### src/rtl/pipe_pkg.sv
// Shared definitions for the pipeline control slice: controller state encoding,
// register-address width and a source/destination match helper.
package pipe_pkg;

    localparam int REG_ADDR_W = 5;
    localparam logic [REG_ADDR_W-1:0] ZERO_REG = 5'd0;

    typedef enum logic [1:0] {
        RUN      = 2'd0,
        MEM_WAIT = 2'd1,
        HALT     = 2'd2
    } state_e;

    // A source operand depends on rd only when it is actually read.
    function automatic logic src_hit(
        input logic                  used,
        input logic [REG_ADDR_W-1:0] rs,
        input logic [REG_ADDR_W-1:0] rd
    );
        return used && (rs == rd);
    endfunction

endpackage

### src/rtl/sat_counter.sv
// Saturating event counter: counts cycles with inc=1 and sticks at all-ones.
module sat_counter #(
    parameter int W = 32
) (
    input  logic         clk,
    input  logic         rst,
    input  logic         inc,
    output logic [W-1:0] count
);

    localparam logic [W-1:0] ALL_ONES = {W{1'b1}};
    localparam logic [W-1:0] ONE      = W'(1);

    logic [W-1:0] count_r;

    // Count register; holds at all-ones instead of wrapping.
    always_ff @(posedge clk or posedge rst) begin
        if (rst) begin
            count_r <= '0;
        end else if (inc && (count_r != ALL_ONES)) begin
            count_r <= count_r + ONE;
        end else begin
            count_r <= count_r;
        end
    end

    assign count = count_r;

endmodule

### src/rtl/pipe_hazard_ctrl.sv
// Hazard and sequencing controller for the 5-stage pipeline: load-use stall,
// branch flush, data-memory freeze with watchdog, and stall/flush counters.
module pipe_hazard_ctrl
    import pipe_pkg::*;
#(
    parameter int TIMEOUT = 256,
    parameter int CNT_W   = 32
) (
    input  logic                  clk,
    input  logic                  rst,
    input  logic [REG_ADDR_W-1:0] id_rs1,
    input  logic [REG_ADDR_W-1:0] id_rs2,
    input  logic                  id_rs1_used,
    input  logic                  id_rs2_used,
    input  logic [REG_ADDR_W-1:0] ex_rd,
    input  logic                  ex_is_load,
    input  logic                  ex_branch_taken,
    input  logic                  mem_req,
    input  logic                  mem_ready,
    output logic                  pc_stall,
    output logic                  if_id_stall,
    output logic                  if_id_flush,
    output logic                  id_ex_flush,
    output logic                  ex_mem_stall,
    output logic                  mem_wb_flush,
    output logic                  mem_timeout,
    output logic [CNT_W-1:0]      stall_cnt,
    output logic [CNT_W-1:0]      flush_cnt
);

    localparam int WAIT_W = (TIMEOUT > 1) ? $clog2(TIMEOUT) : 1;
    localparam logic [WAIT_W-1:0] WAIT_LAST = WAIT_W'(TIMEOUT - 1);
    localparam logic [WAIT_W-1:0] WAIT_ONE  = WAIT_W'(1);
    localparam logic              WDOG_EN   = (TIMEOUT != 0);

    state_e            state_r;
    state_e            state_nxt_s;
    logic [WAIT_W-1:0] wait_cnt_r;
    logic [WAIT_W-1:0] wait_cnt_nxt_s;
    logic              mem_timeout_r;
    logic              freeze_s;
    logic              load_use_s;

    // Hazard qualifiers; x0 never creates a dependency.
    always_comb begin
        freeze_s   = 1'b0;
        load_use_s = 1'b0;
        case (state_r)
            RUN:      freeze_s = mem_req && !mem_ready;
            MEM_WAIT: freeze_s = !mem_ready;
            HALT:     freeze_s = 1'b1;
            default:  freeze_s = 1'b1;
        endcase
        if (ex_is_load && (ex_rd != ZERO_REG)) begin
            load_use_s = src_hit(id_rs1_used, id_rs1, ex_rd) ||
                         src_hit(id_rs2_used, id_rs2, ex_rd);
        end else begin
            load_use_s = 1'b0;
        end
    end

    // Priority: freeze holds a pending branch until the release cycle; a branch
    // overrides load-use because the ID instruction is on the wrong path.
    always_comb begin
        pc_stall     = 1'b0;
        if_id_stall  = 1'b0;
        if_id_flush  = 1'b0;
        id_ex_flush  = 1'b0;
        ex_mem_stall = 1'b0;
        mem_wb_flush = 1'b0;
        if (freeze_s) begin
            pc_stall     = 1'b1;
            if_id_stall  = 1'b1;
            ex_mem_stall = 1'b1;
            mem_wb_flush = 1'b1;
        end else if (ex_branch_taken) begin
            if_id_flush  = 1'b1;
            id_ex_flush  = 1'b1;
        end else if (load_use_s) begin
            pc_stall     = 1'b1;
            if_id_stall  = 1'b1;
            id_ex_flush  = 1'b1;
        end else begin
            pc_stall     = 1'b0;
        end
    end

    // Next state and watchdog count; a ready on the last allowed cycle wins.
    always_comb begin
        state_nxt_s    = state_r;
        wait_cnt_nxt_s = wait_cnt_r;
        case (state_r)
            RUN: begin
                if (mem_req && !mem_ready) begin
                    state_nxt_s    = MEM_WAIT;
                    wait_cnt_nxt_s = '0;
                end else begin
                    state_nxt_s    = RUN;
                end
            end
            MEM_WAIT: begin
                if (mem_ready) begin
                    state_nxt_s    = RUN;
                end else if (WDOG_EN && (wait_cnt_r == WAIT_LAST)) begin
                    state_nxt_s    = HALT;
                end else begin
                    wait_cnt_nxt_s = wait_cnt_r + WAIT_ONE;
                end
            end
            HALT: begin
                state_nxt_s = HALT;
            end
            default: begin
                state_nxt_s = HALT;
            end
        endcase
    end

    // State, watchdog count and sticky timeout flag.
    always_ff @(posedge clk or posedge rst) begin
        if (rst) begin
            state_r       <= RUN;
            wait_cnt_r    <= '0;
            mem_timeout_r <= 1'b0;
        end else begin
            state_r       <= state_nxt_s;
            wait_cnt_r    <= wait_cnt_nxt_s;
            mem_timeout_r <= mem_timeout_r || (state_nxt_s == HALT);
        end
    end

    assign mem_timeout = mem_timeout_r;

    sat_counter #(.W(CNT_W)) u_stall_cnt (
        .clk   (clk),
        .rst   (rst),
        .inc   (pc_stall),
        .count (stall_cnt)
    );

    sat_counter #(.W(CNT_W)) u_flush_cnt (
        .clk   (clk),
        .rst   (rst),
        .inc   (if_id_flush),
        .count (flush_cnt)
    );

endmodule

### config.mk
export PLATFORM = sky130hd
export DESIGN_NAME = pipe_hazard_ctrl
export DESIGN_NICKNAME = d
export VERILOG_FILES = /design/src/rtl/pipe_pkg.sv /design/src/rtl/sat_counter.sv /design/src/rtl/pipe_hazard_ctrl.sv
export SDC_FILE = /design/constraint.sdc
export NUM_CORES = 1
export LEC_CHECK = 0
export BUFFER_PORTS_ARGS = -buffer_cell sky130_fd_sc_hd__buf_2
export CAP_MARGIN = 20
export CORE_MARGIN = 2
export CORE_UTILIZATION = 45
export CTS_BUF_LIST = sky130_fd_sc_hd__clkbuf_4 sky130_fd_sc_hd__clkbuf_8
export CTS_CLUSTER_DIAMETER = 30
export CTS_CLUSTER_SIZE = 14
export DETAILED_ROUTE_END_ITERATION = 10
export PLACE_DENSITY = 0.69
export SYNTH_ARGS = -nofsm -noshare
export SYNTH_HDL_FRONTEND = slang
export SYNTH_SLANG_ARGS = --single-unit
### constraint.sdc
create_clock -name clk -period 6.5 [get_ports clk]
set_input_delay 1.3 -clock clk [delete_from_list [all_inputs] [get_ports clk]]
set_output_delay 1.3 -clock clk [all_outputs]
set_load 0.05 [all_outputs]
==> summary.txt <==
STA
  – Final hold vios: 0
  – Worst clock skew: 0.009462 ns
  – Final setup margin: 2.329 ns
  – Final setup viols: 0
  – RSZ-0062 raised after global routing: false
  – Final period util: 64.16%
  – Fin. max-slew vios: 0
  – Max Fclk: 239.8 MHz
  – Setup TNS: 0 ns
  – Worst slew margin: 34.12%
  – Worst Max-Slew Pin Slew: 0.9744 ns
  – Final min period: 4.171 ns

Cells and area
  – Fin util: 55.72%
  – Diode count: 0
  – Nets: 494
  – Post-Layout Inst Area: 4556 um^2
  – Layout cells sized above 1: 26.22%
  – Syn-to-layout area delta: 20.56%

Worst setup path
  – Worst-path fanout max: 4
  – Worst endpoint data arrival time: 2.87 ns
  – Critical Path Start Type: primary input
  – Worst Path Required: 5.20 ns
  – Crit path cell chain: buf_2 > or4_1 > o21ai_0 > o21ai_0 > nand2_1 > inv_1 > buf_2
  – Critical path capture point type: primary output
  – Worst reg2reg path depth: 6
  – Critical path's largest stage delay: 0.52 ns
  – Slowest stage cell, crit path: or4_1
  – Crit path kind: primary input to primary output

Power and ir drop
  – Clk pwr share: 31.6%
  – PwrDens: 281.3 nW/um^2
  – Net Sw Frac: 36.43%
  – Leakage power: 2.311 nW
  – Tot Pwr: 1.282 mW
  – Sequential Power Share: 44.2%
  – Comb pwr share: 24.3%
  – Int Pwr: 0.8148 mW
  – Sw Pwr: 0.4669 mW
  – Peak supply drop: 0.3315 mV

Routing
  – DR WL/cell: 13.86 um
  – Drt drc: 0
  – Post-DRT Antenna Nets: 0
  – Vias per inst: 5.275
  – Final wirelength: 8012 um
  – Detailed-route via count: 3049
  – DRT iter0 DRCs: 82
  – DRT Pass-1 Iters: 4

Logic synthesis
  – #FFs+latches synth: 75
  – Post-synthesis async set-or-reset flop share: 100.0%
  – Largest area contributor in the netlist: dfrtp_1
  – Dominant cell by count in the synthesized netlist: dfrtp_1
  – Post-synth top cells: 75 x dfrtp_1, 49 x xor2_1, 36 x nor2_1
  – Share of the synthesized area in the top cell type: 49.67%
  – Mapped cell area: 3779 um^2
  – Post-synth cell types: 42
  – Syn nets: 397
  – Cells after synthesis: 371
  – Synth Area per Inst: 10.18 um^2
  – Yosys warning count: 0
  – Largest cells by area after synthesis: dfrtp_1 50%, xor2_1 11%, xnor2_1 6.3%
  – Top_reg_cell synth: dfrtp_1
  – Number of flops mapped to enable cells by yosys: 0
  – Register area share after synthesis: 49.67%

Global routing
  – Met3 Track Usage GR: 4.980%
  – Initial antenna violation count: 0
  – Vias in the first global route: 2888
  – First-pass GRT wire length: 13470 um
  – Met2 Use GR: 30.71%
  – Total global routing overflow: 0
  – GR peak layer: met2
  – Met1 GRT Util: 23.80%
  – Largest net degree at the start of global routing: 76
  – Gr usage total: 18.67%

Floorplan
  – Core area: 8175 um^2
  – Die H: 95.64 um
  – DIE AREA: 9146 um^2
  – Die extent in x: 95.64 um
  – Io pins: 94
  – Row count: 33
  – Initial Utilization: 46.22%

CTS
  – Clk Latency, worst-skew pair: 0.35 ns
  – Root buf cell: clkbuf_8
  – Clk buf depth: 2
  – H-tree level count: 3
  – Number of gates resized after cts: 0
  – Setup Fix Bufs, Post-CTS: 0
  – CTS tree: yes
  – CTS Buf Count: 9
  – Cts hold-fix bufs: 0
  – Worst-path clk slew: 0.07 ns
  – Sink Count: 75

Flow run
  – Max cap viols: 0

Min path
  – Min-delay worst type: register to register
  – Hold Path Cell Cnt: 1

Status
  – Status: finished clean

Place
  – Post-detail-place hpwl: 5813 um
  – Number of port buffers: 93
  – Placed inst area: 4329 um^2
  – Global placer's final weighted congestion: 0.8445
  – Pre-CTS WS: 2.314 ns
logic make-up after synthesis:
family | share of synthesized area [%]
fa+ha+maj | 0.9935
buf+inv | 2.814
compound gates | 2.318
xor+xnor | 17.62
flops | 49.67
simple gates | 25.99
mux | 0.5960
stage by stage:
step / std cells / hold slack, ns
finish: 578 / 0.4695
global route: 578 / 0.5029
CTS: 578 / 0.4784
detailed placement: 562 / 0.4580
global placement: 562 / 0.4631
floorplan: 371 / 0.5047
worst max-delay path, delay by kind of cell:
family          cells  cell delay [ns]
compound gates      2             0.41
buf+inv             3             0.40
simple gates        2             0.75
final timing paths:
path	start	to	slack [ns]
max	ex_rd[1]	pc_stall	2.33
min	mem_timeout$_DFF_PP0_	mem_timeout$_DFF_PP0_	0.47
max reg2reg	u_stall_cnt.count[0]$_DFFE_PP0P_	u_stall_cnt.count[1]$_DFFE_PP0P_	3.84
min reg2reg	mem_timeout$_DFF_PP0_	mem_timeout$_DFF_PP0_	0.47
max in group asynchronous	rst	wait_cnt_r[3]$_DFFE_PP0P_	4.68
min in group asynchronous	rst	u_flush_cnt.count[25]$_DFFE_PP0P_	1.22
area by class of cell:
class / instances / area [um^2]
Inverter: 14 / 52.55
Multi-Input combinational cell: 274 / 1795
Clock inverter: 6 / 88.84
Tap cell: 105 / 131.4
Sequential cell: 75 / 1877
Fill cell: 767 / 3620
Timing Repair Buffer: 94 / 473.0
Clock buffer: 10 / 137.6
placed cells by master (no fill, tap or decap), types with 4 or more instances in the layout:
master | netlist | layout
and3_1 | 4 | 4
buf_2 | 1 | 93
clkbuf_8 | 0 | 10
dfrtp_1 | 75 | 75
inv_1 | 14 | 13
nand2_1 | 29 | 29
nand3_1 | 27 | 27
nand4_1 | 22 | 22
nor2_1 | 36 | 36
nor3_1 | 21 | 21
nor4_1 | 10 | 10
o21ai_0 | 6 | 6
or3_1 | 5 | 5
xnor2_1 | 27 | 27
xor2_1 | 49 | 49
power by group through the flow:
stage | logic [mW] | clock network (mW) | registers, mW
6_report | 0.311 | 0.405 | 0.566
5_1_grt | 0.331 | 0.434 | 0.573
4_1_cts | 0.315 | 0.414 | 0.564
3_5_place_dp | 0.314 | 0 | 0.573
3_3_place_gp | 0.309 | 0 | 0.571
2_1_floorplan | 0.104 | 0 | 0.699
layer usage:
layer,up-vias,wire [um]
met3,13,464
met5,-,0
met2,78,3854
li1,1479,-
met4,0,121
met1,1479,3572
registers in the layout, indices dropped and copies added (netlist names):
register           count
wait_cnt_r             8
u_flush_cnt.count     32
mem_timeout            1
state_r                2
u_stall_cnt.count     32
No activity file was read; power rests on OpenSTA's default activity.
